## config.mk

```make
export PLATFORM = sky130hd
export DESIGN_NAME = sysid_rd_engine
export DESIGN_NICKNAME = d
export VERILOG_FILES = /design/src/rtl/sysid_rd_engine.sv
export SDC_FILE = /design/constraint.sdc
export NUM_CORES = 1
export LEC_CHECK = 0
export CAP_MARGIN = 40
export CORE_MARGIN = 1.5
export CORE_UTILIZATION = 58
export DETAILED_ROUTE_END_ITERATION = 10
export PLACE_DENSITY = 0.81
export SYNTH_ARGS = -nofsm -noshare
export SYNTH_HDL_FRONTEND = slang
export SYNTH_SLANG_ARGS = --single-unit
export TNS_END_PERCENT = 30
```

## constraint.sdc

```tcl
create_clock -name clock -period 3.4 [get_ports clock]
set_clock_uncertainty 0.05 [all_clocks]
set_input_delay 0.68 -clock clock [delete_from_list [all_inputs] [get_ports clock]]
set_output_delay 0.68 -clock clock [all_outputs]
set_load 0.005 [all_outputs]
```

## src/rtl/sysid_rd_engine.sv

```systemverilog
// sysid_rd_engine: one Avalon read with stall timeout and fixed read latency
module sysid_rd_engine #(
  parameter int READ_LATENCY   = 0,
  parameter int TIMEOUT_CYCLES = 255
) (
  input  logic clock,
  input  logic reset_n,
  input  logic rd,
  input  logic lat,
  input  logic waitrequest,
  output logic read,
  output logic accept,
  output logic capture,
  output logic timeout
);
  localparam logic [15:0] WAIT_LAST = 16'(TIMEOUT_CYCLES - 1);
  localparam logic [1:0]  LAT_LAST  = 2'(READ_LATENCY == 0 ? 0 : READ_LATENCY - 1);
  logic [15:0] wcnt;
  logic [1:0]  lcnt;
  assign read    = rd;
  assign accept  = rd && !waitrequest;
  assign timeout = rd && waitrequest && wcnt == WAIT_LAST;
  assign capture = (READ_LATENCY == 0) ? accept : lat && lcnt == LAT_LAST;
  // consecutive stall cycles of the current read; cleared on acceptance or abort
  always_ff @(posedge clock or negedge reset_n) begin
    if (!reset_n) wcnt <= '0;
    else wcnt <= (rd && waitrequest && !timeout) ? wcnt + 16'd1 : '0;
  end
  // cycles spent waiting for readdata after acceptance
  always_ff @(posedge clock or negedge reset_n) begin
    if (!reset_n) lcnt <= '0;
    else lcnt <= lat ? lcnt + 2'd1 : '0;
  end
endmodule

```

Yosys cells after proc, flatten, opt, wreduce, memory -nomap -nowiden
Index checks and enable logic that the tools add are counted.
{"block": "word_totals", "register_bits": 16, "output_inout_bits": 4, "elab_cells": 10}
{"block": "classes", "add_sub_neg": 1, "eq_ne": 1, "mux": 1, "reduce_logical": 6}
{"cell": "adder 16 x 1 -> 16 bit (second input constant)", "count": 1}
{"cell": "equality test 16 x 8 -> 1 bit (second input constant)", "count": 1}
{"cell": "2-to-1 mux 16 bit", "count": 1}
{"cell": "logical AND 1 bit", "count": 4}
{"cell": "zero test 1 bit", "count": 2}

Logic depth before layout (Yosys ltp)
Gate-level depths: netlist of the first run.
{"block": "depth", "depth_word": 5, "mapped_depth": 7}

Least setup slack after synthesis of the first run
Ideal clock, no wire load.
{"block": "synth_timing", "path_kind": "reg-to-output", "from": "reg wcnt[0]", "to": "out timeout", "t_arrival_ps": 1086, "t_required_ps": 2670, "setup_slack_ps": 1584, "path_stages_with_launch": 6, "n_path_buf": 0, "cell_sequence": "dfrtp_1 > inv_1 > ha_1 > nor4b_1 > nand4_1 > nor2_1"}
{"block": "synth_between", "elab_chain_len": 2}
{"item": "start, declared", "line_no": "18", "rtl": "logic [15:0] wcnt;"}
{"item": "start signal, assigned", "line_no": "27", "rtl": "else wcnt <= (rd && waitrequest && !timeout) ? wcnt + 16'd1 : '0;"}
{"item": "equality test 16 x 8 -> 1 bit", "line_no": "22", "rtl": "assign timeout = rd && waitrequest && wcnt == WAIT_LAST;"}
{"item": "logical AND 1 bit", "line_no": "22"}
{"item": "end, declared", "line_no": "14", "rtl": "output logic timeout"}
No other way between the ends.

Worst setup path in the final report of the first run
Ends and elaborated chain as after synthesis.

==> results of run 1 <==
[cells by family (layout without fill, tap and decap cells)]
logic type,Yosys count,in the layout,share of synthesized area [%]
buffers and inverters,5,13,3.91
adders and majority gates,2,2,2.89
and+or+nand+nor,48,48,32.7
DFF,16,16,46.3
xor gates and xnor gates,14,14,14.2
[path summary, 6_finish.rpt]
path                       startpoint  endpoint  depth (start not counted)
min                           wcnt[0]   wcnt[0]                          1
max in group asynchronous     reset_n   wcnt[7]                          1
max                           wcnt[0]   timeout                          6
max reg2reg                   wcnt[0]  wcnt[14]                          6
min reg2reg                   wcnt[0]   wcnt[0]                          1
min in group asynchronous     reset_n  wcnt[13]                          1
[power groups by stage]
stage	logic [µW]	registers [µW]	clock network, µW
4_1_cts	18.0	193	128
5_1_grt	19.6	193	134
3_5_place_dp	17.9	197	0
2_1_floorplan	8.26	196	0
3_3_place_gp	17.7	196	0
6_report	17.6	193	128
[worst max-delay path: stages (launching register included)]
cell and delay, ns:
dfrtp_1 0.44, inv_1 0.08, ha_1 0.15, nor4b_1 0.23
nand4_1 0.18, nor2_1 0.13, clkdlybuf4s50_1 0.51
[layer usage]
layer	vias to the layer above	GRT usage, %	part of all wire [%]
li1	309	-	-
met1	318	25.7	45
met2	10	33.1	50
met3	4	3.48	3.3
met4	0	11.0	2.1
met5	-	0	0
[metrics by stage]
step	setup WS, ns	util (%)
floorplan	1.58	-
global placement	0.784	68.7
detailed placement	0.765	68.7
CTS	0.681	71.4
global route	0.502	71.4
finish	0.675	71.4
[cell usage after synthesis]
cell       n  area [µm²]
and3_1     1        6.26
and4_2     1        10.0
and4bb_2   1        12.5
buf_4      2        15.0
buf_6      1        11.3
dfrtp_1   16         400
ha_1       2        25.0
inv_1      2        7.51
nand2_1    5        18.8
nand3_1    3        15.0
nand3_2    2        20.0
nand4_1    6        37.5
nand4_2    1        12.5
nor2_1    17        63.8
nor2_2     1        6.26
nor2b_1    1        6.26
nor3_1     3        15.0
nor4_1     1        6.26
nor4_2     3        37.5
nor4b_1    1        8.76
or3_1      1        6.26
xnor2_1    9        78.8
xor2_1     5        43.8
[cell type report]
cell class	count	share of cell area (%)
multi-input cells	64	44.7
clock buffers	4	3.77
well taps	15	1.95
inverters	2	0.779
repair buffers	7	7.27
flip-flops and latches	16	41.6
==> out/results.ini, run 1 <==
[timing]
post-route-period-util_pct=80.1
setup_violations=0
fin_crit_ns=2.72
max_freq_mhz=367
tightest_slew_ns=0.697
hold_viol_final=0
hold_slack_ns=0.495
setup_tns_ns=0
rsz0062_at_grt=false
slew_violations=0
relSlewSlack_pct=53.4

[grt]
grt_max_degree=17
grt_pass1_vias=614
antenna_found_initial=0
grt_util_all_layers_pct=20.4
grt_pass1_wl_mm=2.64
grt_overflow=0

[drt]
routedWlPerCell_um=14.7
drt-total-wl_mm=1.59
drt-pass1-iter-count=4
vias_per_cell=5.94
drt-initial-drc-count=15
num_vias=641
drc=0
ant_nets=0

[yosys]
yosys_register_bits=16
yosysWarnings=0
synth_area_per_cell_um2=10.2
synth.yosys.seq_area_share_pct=46.3
syn_area_um2=865
syn_inst=85
synth_nets=92
synth.distinct_cells=23

[place]
hpwl_mm=1.17
place_congestion=0.762
dp_cells=104
io_buffers=7
place_area_um2=927

[clock_network]
clk_latency_ns=0.29
cts_tree=built
cts_buffers=3
post_cts_resized=0
clkTransAtPathRegs_ns=0.09
cts_buffer_depth=2
clock-sinks=16
postCtsSetupBuffers=0
cts-root-buf=clkbuf_4
htreeDepth=1
hold_buffers=0

[layout]
largest_reg_flops=16
area_delta_synth_final_pct=11.4
final_cell_count_no_fill=108
register_area_um2=400
antenna_cells=0
layout_common_cells=nor2_1 (17), dfrtp_1 (16), xnor2_1 (9)
nNetsFinal=101
stdcell_area_um2=963
fillers=96
final_common_cell=nor2_1
regMostFlops=wcnt
reg.largest.list=wcnt (16)
drive_above_1_share_pct=14.0
multi_input_area_um2=430

[floorplanning]
die_width_um=41.6
fp-row-count=13
core_mm2=0.00135
start_util_pct=64.0
dieArea_mm2=0.00173
boundaryPins=9
die_y_um=41.6

[worst_setup_path]
critPathMaxFanout=5
crit_path_start_kind=flip-flop
crit_required_ns=2.67
path_class=reg2out
critical_path_arrival_ns=1.99
r2r_slack_ns=1.77
cp-end-kind=output pin

[power_and_ir_drop]
combPwrFrac_pct=5.2
power_switching_uw=73.9
clockPowerShare_pct=37.8
p_leak_uw=0.000370
powerDensity_mw_per_mm2=351
p_sw_share_pct=21.8
ir_worst_vdd_mv=0.308
power_uw=338
internal_power_uw=264
p_seq_share_pct=57.0

[min_path]
hold_path.class=reg2reg

[flow_run]
cap_violations=0

[status]
outcome=finished clean

No activity file was read; power rests on OpenSTA's default activity.
==> run 2: changes to the inputs <==
- CORE_UTILIZATION: 58 -> 48
- PLACE_DENSITY: 0.81 -> 0.72
- clock period: 3.4 -> 2.39 ns (I/O delays scaled with it)
==> out/results.ini, run 2 (synthesized netlist as in run 1, its figures left out) <==
[status]
outcome=finished clean

[worst_setup_path]
critical_path_arrival_ns=1.75
crit_start=rd
cp-end-kind=output pin
crit_path_start_kind=input pin
reg2regPathDepth=7
r2r-start=wcnt[0]
path_class=in2out
critPathMaxFanout=4
crit_required_ns=1.86

[min_path]
holdPathStages=2
hp-start=wcnt[1]
hold_path.class=reg2reg

[power_and_ir_drop]
p_seq_share_pct=56.3
combPwrFrac_pct=6.1
clockPowerShare_pct=37.6
internal_power_uw=379
p_leak_uw=0.000393
p_sw_share_pct=21.9
power_switching_uw=106
powerDensity_mw_per_mm2=479
ir_worst_vdd_mv=0.381

[timing]
rsz0062_at_grt=false
post-route-period-util_pct=95.3
hold_slack_ns=0.493
setup_violations=0
tightest_slew_ns=0.707
relSlewSlack_pct=52.7
setup_tns_ns=0
max_freq_mhz=439
fin_crit_ns=2.28
slew_violations=0
hold_viol_final=0

[grt]
antenna_found_initial=0
grt_overflow=0
grt_max_degree=17
grt_util_all_layers_pct=18.2
grtUsageMet3_pct=2.38
grt_pass1_wl_mm=2.64
grt_pass1_vias=622
grtUsageMet1_pct=23.2
grt.busiest_layer=met2
met2_usage_pct=31.0

[clock_network]
cts_buffer_depth=2
clock-sinks=16
cts_buffers=3
hold_buffers=0
clkTransAtPathRegs_ns=0.09
cts_tree=built
htreeDepth=1
cts-root-buf=clkbuf_4
clk_latency_ns=0.30

[flow_run]
cap_violations=0

[layout]
fillers=141
layout_common_cells=nor2_1 (17), dfrtp_1 (16), xnor2_1 (9)
drive_above_1_share_pct=17.7
reg.largest.list=wcnt (16)
regMostFlops=wcnt
nNetsFinal=104
area_delta_synth_final_pct=17.1
antenna_cells=0
largest_reg_flops=16
register_area_um2=400
final_common_cell=nor2_1
multi_input_area_um2=445

[floorplanning]
die_y_um=45.4
dieArea_mm2=0.00206
boundaryPins=9
core_mm2=0.00171
start_util_pct=50.6
fp-row-count=15
die_width_um=45.4

[drt]
num_vias=621
drt-initial-drc-count=12
routedWlPerCell_um=13.1
ant_nets=0
drt-total-wl_mm=1.58
vias_per_cell=5.13
drc=0
drt-pass1-iter-count=4

[place]
hpwl_mm=1.11
place_congestion=0.783
io_buffers=7

[run 2: cell count changes in the layout (fill, tap and decap cells not counted)]
| cell | delta |
|---|---|
| buf_4 | +3 |
| clkdlybuf4s50_1 | -1 |
| dlygate4sd2_1 | +1 |
| nor4b_1 | -1 |
| nor4b_4 | +1 |
[run 2: cell type report]
| cell class | instances | area share [%] |
|---|---|---|
| Multi-Input combinational cell | 64 | 44.0 |
| Inverter | 2 | 0.742 |
| Sequential cell | 16 | 39.6 |
| Clock buffer | 4 | 3.58 |
| Timing Repair Buffer | 10 | 9.02 |
| Tap cell | 25 | 3.09 |
[run 2: critical path: stages]
cell and delay (ns):
clkdlybuf4s50_1 0.54, nor2b_1 0.20, clkdlybuf4s50_1 0.53
[run 2: path summary, 6_finish.rpt]
kind                       endpoint  slack [ns]
max reg2reg                 wcnt[8]        0.79
min in group asynchronous  wcnt[14]        0.55
min reg2reg                 wcnt[1]        0.49
min                         wcnt[1]        0.49
max in group asynchronous   wcnt[8]        1.29
max                         capture        0.11
[run 2: timing repair]
action,in CTS,in global routing
endpoints found under the setup margin,1,0
buffers inserted,2,0
resized for setup,3,0
[run 2: power by group through the flow]
stage | registers [µW] | logic (µW) | clock network [µW]
3_3_place_gp | 279 | 27.7 | 0
2_1_floorplan | 279 | 11.8 | 0
3_5_place_dp | 279 | 28.2 | 0
5_1_grt | 273 | 33.3 | 195
4_1_cts | 273 | 30.2 | 184
6_report | 273 | 29.8 | 182
[run 2: per-layer routing]
| metal | share of wire, % | vias up |
|---|---|---|
| met4 | 1.5 | 0 |
| met2 | 47 | 10 |
| met5 | 0 | - |
| met3 | 3.4 | 3 |
| met1 | 48 | 292 |
| li1 | - | 316 |
[run 2: through the flow]
step	setup WS [ns]	power (µW)	utilization (%)	std cells	cell area [µm²]
6_report	0.113	485	59.3	121	1010
3_3_place_gp	0.182	306	55.5	115	947
4_1_cts	0.145	487	59.3	121	1010
5_1_grt	0.0585	502	59.3	121	1010
3_5_place_dp	0.131	307	55.5	115	947
2_1_floorplan	0.776	291	-	85	865
==> run 3: changes to the inputs <==
- GPL_TIMING_DRIVEN: not set -> 0
==> out/results.ini, run 3 (synthesized netlist as in run 1, its figures left out) <==
[status]
outcome=finished clean

[power_and_ir_drop]
internal_power_uw=348
combPwrFrac_pct=7.9
power_switching_uw=98.5
powerDensity_mw_per_mm2=435
p_sw_share_pct=22.0
ir_worst_vdd_mv=0.397
p_leak_uw=0.000403
clockPowerShare_pct=31.0
p_seq_share_pct=61.1

[grt]
grt_util_all_layers_pct=19.5
antenna_found_initial=0
grt_pass1_vias=614
grt_overflow=0
grt_max_degree=17
grt_pass1_wl_mm=2.79

[min_path]
hp-start=wcnt[1]
holdPathStages=2
hold_path.class=reg2reg
holdPathEnd=wcnt[1]

[timing]
hold_slack_ns=0.499
fin_crit_ns=2.31
tightest_slew_ns=0.714
relSlewSlack_pct=52.2
setup_violations=0
slew_violations=0
rsz0062_at_grt=false
setup_tns_ns=0
timing.final.ws_setup_ns=0.0830
max_freq_mhz=433
hold_viol_final=0
post-route-period-util_pct=96.5

[floorplanning]
start_util_pct=50.6
core_mm2=0.00171
fp-row-count=15
die_width_um=45.4
die_y_um=45.4
dieArea_mm2=0.00206
boundaryPins=9

[worst_setup_path]
worst_r2r_endpoint=wcnt[7]
critical_path_arrival_ns=1.78
reg2regPathDepth=8
critPathMaxFanout=4
path_class=in2out
crit_path_start_kind=input pin
r2r-start=wcnt[0]
r2r_slack_ns=0.71
crit_required_ns=1.86
cp-end-kind=output pin

[flow_run]
cap_violations=0

[drt]
num_vias=668
routedWlPerCell_um=13.6
drt-initial-drc-count=13
drt-total-wl_mm=1.67
drt-pass1-iter-count=4
vias_per_cell=5.43
ant_nets=0
drc=0

[place]
dp_slack_ns=0.0657
io_buffers=7
hpwl_mm=1.17
place_congestion=0.805
dp_cells=117

[clock_network]
cts_buffer_depth=2
clock-sinks=16
clkTransAtPathRegs_ns=0.08
cts_tree=built
htreeDepth=1
clk_latency_ns=0.28
cts_buffers=3
cts-root-buf=clkbuf_4

[layout]
reg.largest.list=wcnt (16)
fillers=141
final_cell_count_no_fill=123
drive_above_1_share_pct=20.4
area_delta_synth_final_pct=18.8
largest_reg_flops=16
multi_input_area_um2=448
antenna_cells=0
register_area_um2=400
layout_common_cells=nor2_1 (17), dfrtp_1 (16), xnor2_1 (9)
nNetsFinal=107
final_common_cell=nor2_1
regMostFlops=wcnt

[run 3: changes by cell type in the layout (fill, tap and decap cells not counted), sizes merged]
cell / previous run / this run
clkbuf: 4 / 3
buf: 3 / 6
[run 3: worst max-delay path, cell delays in order]
cell and delay (ns):
clkdlybuf4s50_1 0.53, nor2b_2 0.17, buf_4 0.11, clkdlybuf4s50_1 0.49
[run 3: metal layers]
| layer | GRT usage [%] | vias to the layer above | part of all wire, % |
|---|---|---|---|
| met5 | 0 | - | 0 |
| met4 | 8.82 | 0 | 2.5 |
| met3 | 7.14 | 7 | 6.5 |
| met2 | 27.0 | 18 | 47 |
| met1 | 26.7 | 323 | 44 |
| li1 | - | 320 | - |
[run 3: final cells by class]
type,instances,area share [%]
Inverter,2,0.731
Sequential cell,16,39.0
Multi-Input combinational cell,64,43.6
Clock buffer,3,2.19
Buffer,3,2.56
Tap cell,25,3.05
Timing Repair Buffer,10,8.89
[run 3: timing repair]
action / CTS / global route
hold buffers: 0 / 0
setup endpoints to repair: 1 / 1
setup buffers: 3 / 0
hold endpoints to repair: 0 / 0
cloned: 0 / 0
gates resized for setup: 3 / 1
pin swaps: 1 / 0
[run 3: stage by stage]
stage               cell area, µm²  utilization [%]  total power [µW]
finish                        1030             60.1               447
global route                  1030             60.1               472
CTS                           1020             60.0               451
detailed placement             966             56.6               310
global placement               966             56.6               310
floorplan                      865                -               291
[run 3: how the worst max path moves through the flow]
| stage | to | start | slack (ns) |
|---|---|---|---|
| 6_report | capture | rd | 0.08 |
| 5_1_grt | capture | rd | 0.03 |
| 4_1_cts | capture | rd | 0.06 |
| 3_5_place_dp | capture | rd | 0.07 |
| 3_3_place_gp | capture | rd | 0.06 |
| 2_1_floorplan | timeout | wcnt[0] | 0.78 |
[run 3: power groups by stage]
| stage | Clock (µW) | Sequential, µW | Combinational, µW |
|---|---|---|---|
| 2_1_floorplan | 0 | 279 | 11.8 |
| 3_3_place_gp | 0 | 280 | 30.0 |
| 3_5_place_dp | 0 | 280 | 30.4 |
| 4_1_cts | 143 | 273 | 35.0 |
| 5_1_grt | 160 | 273 | 38.9 |
| 6_report | 139 | 273 | 35.1 |
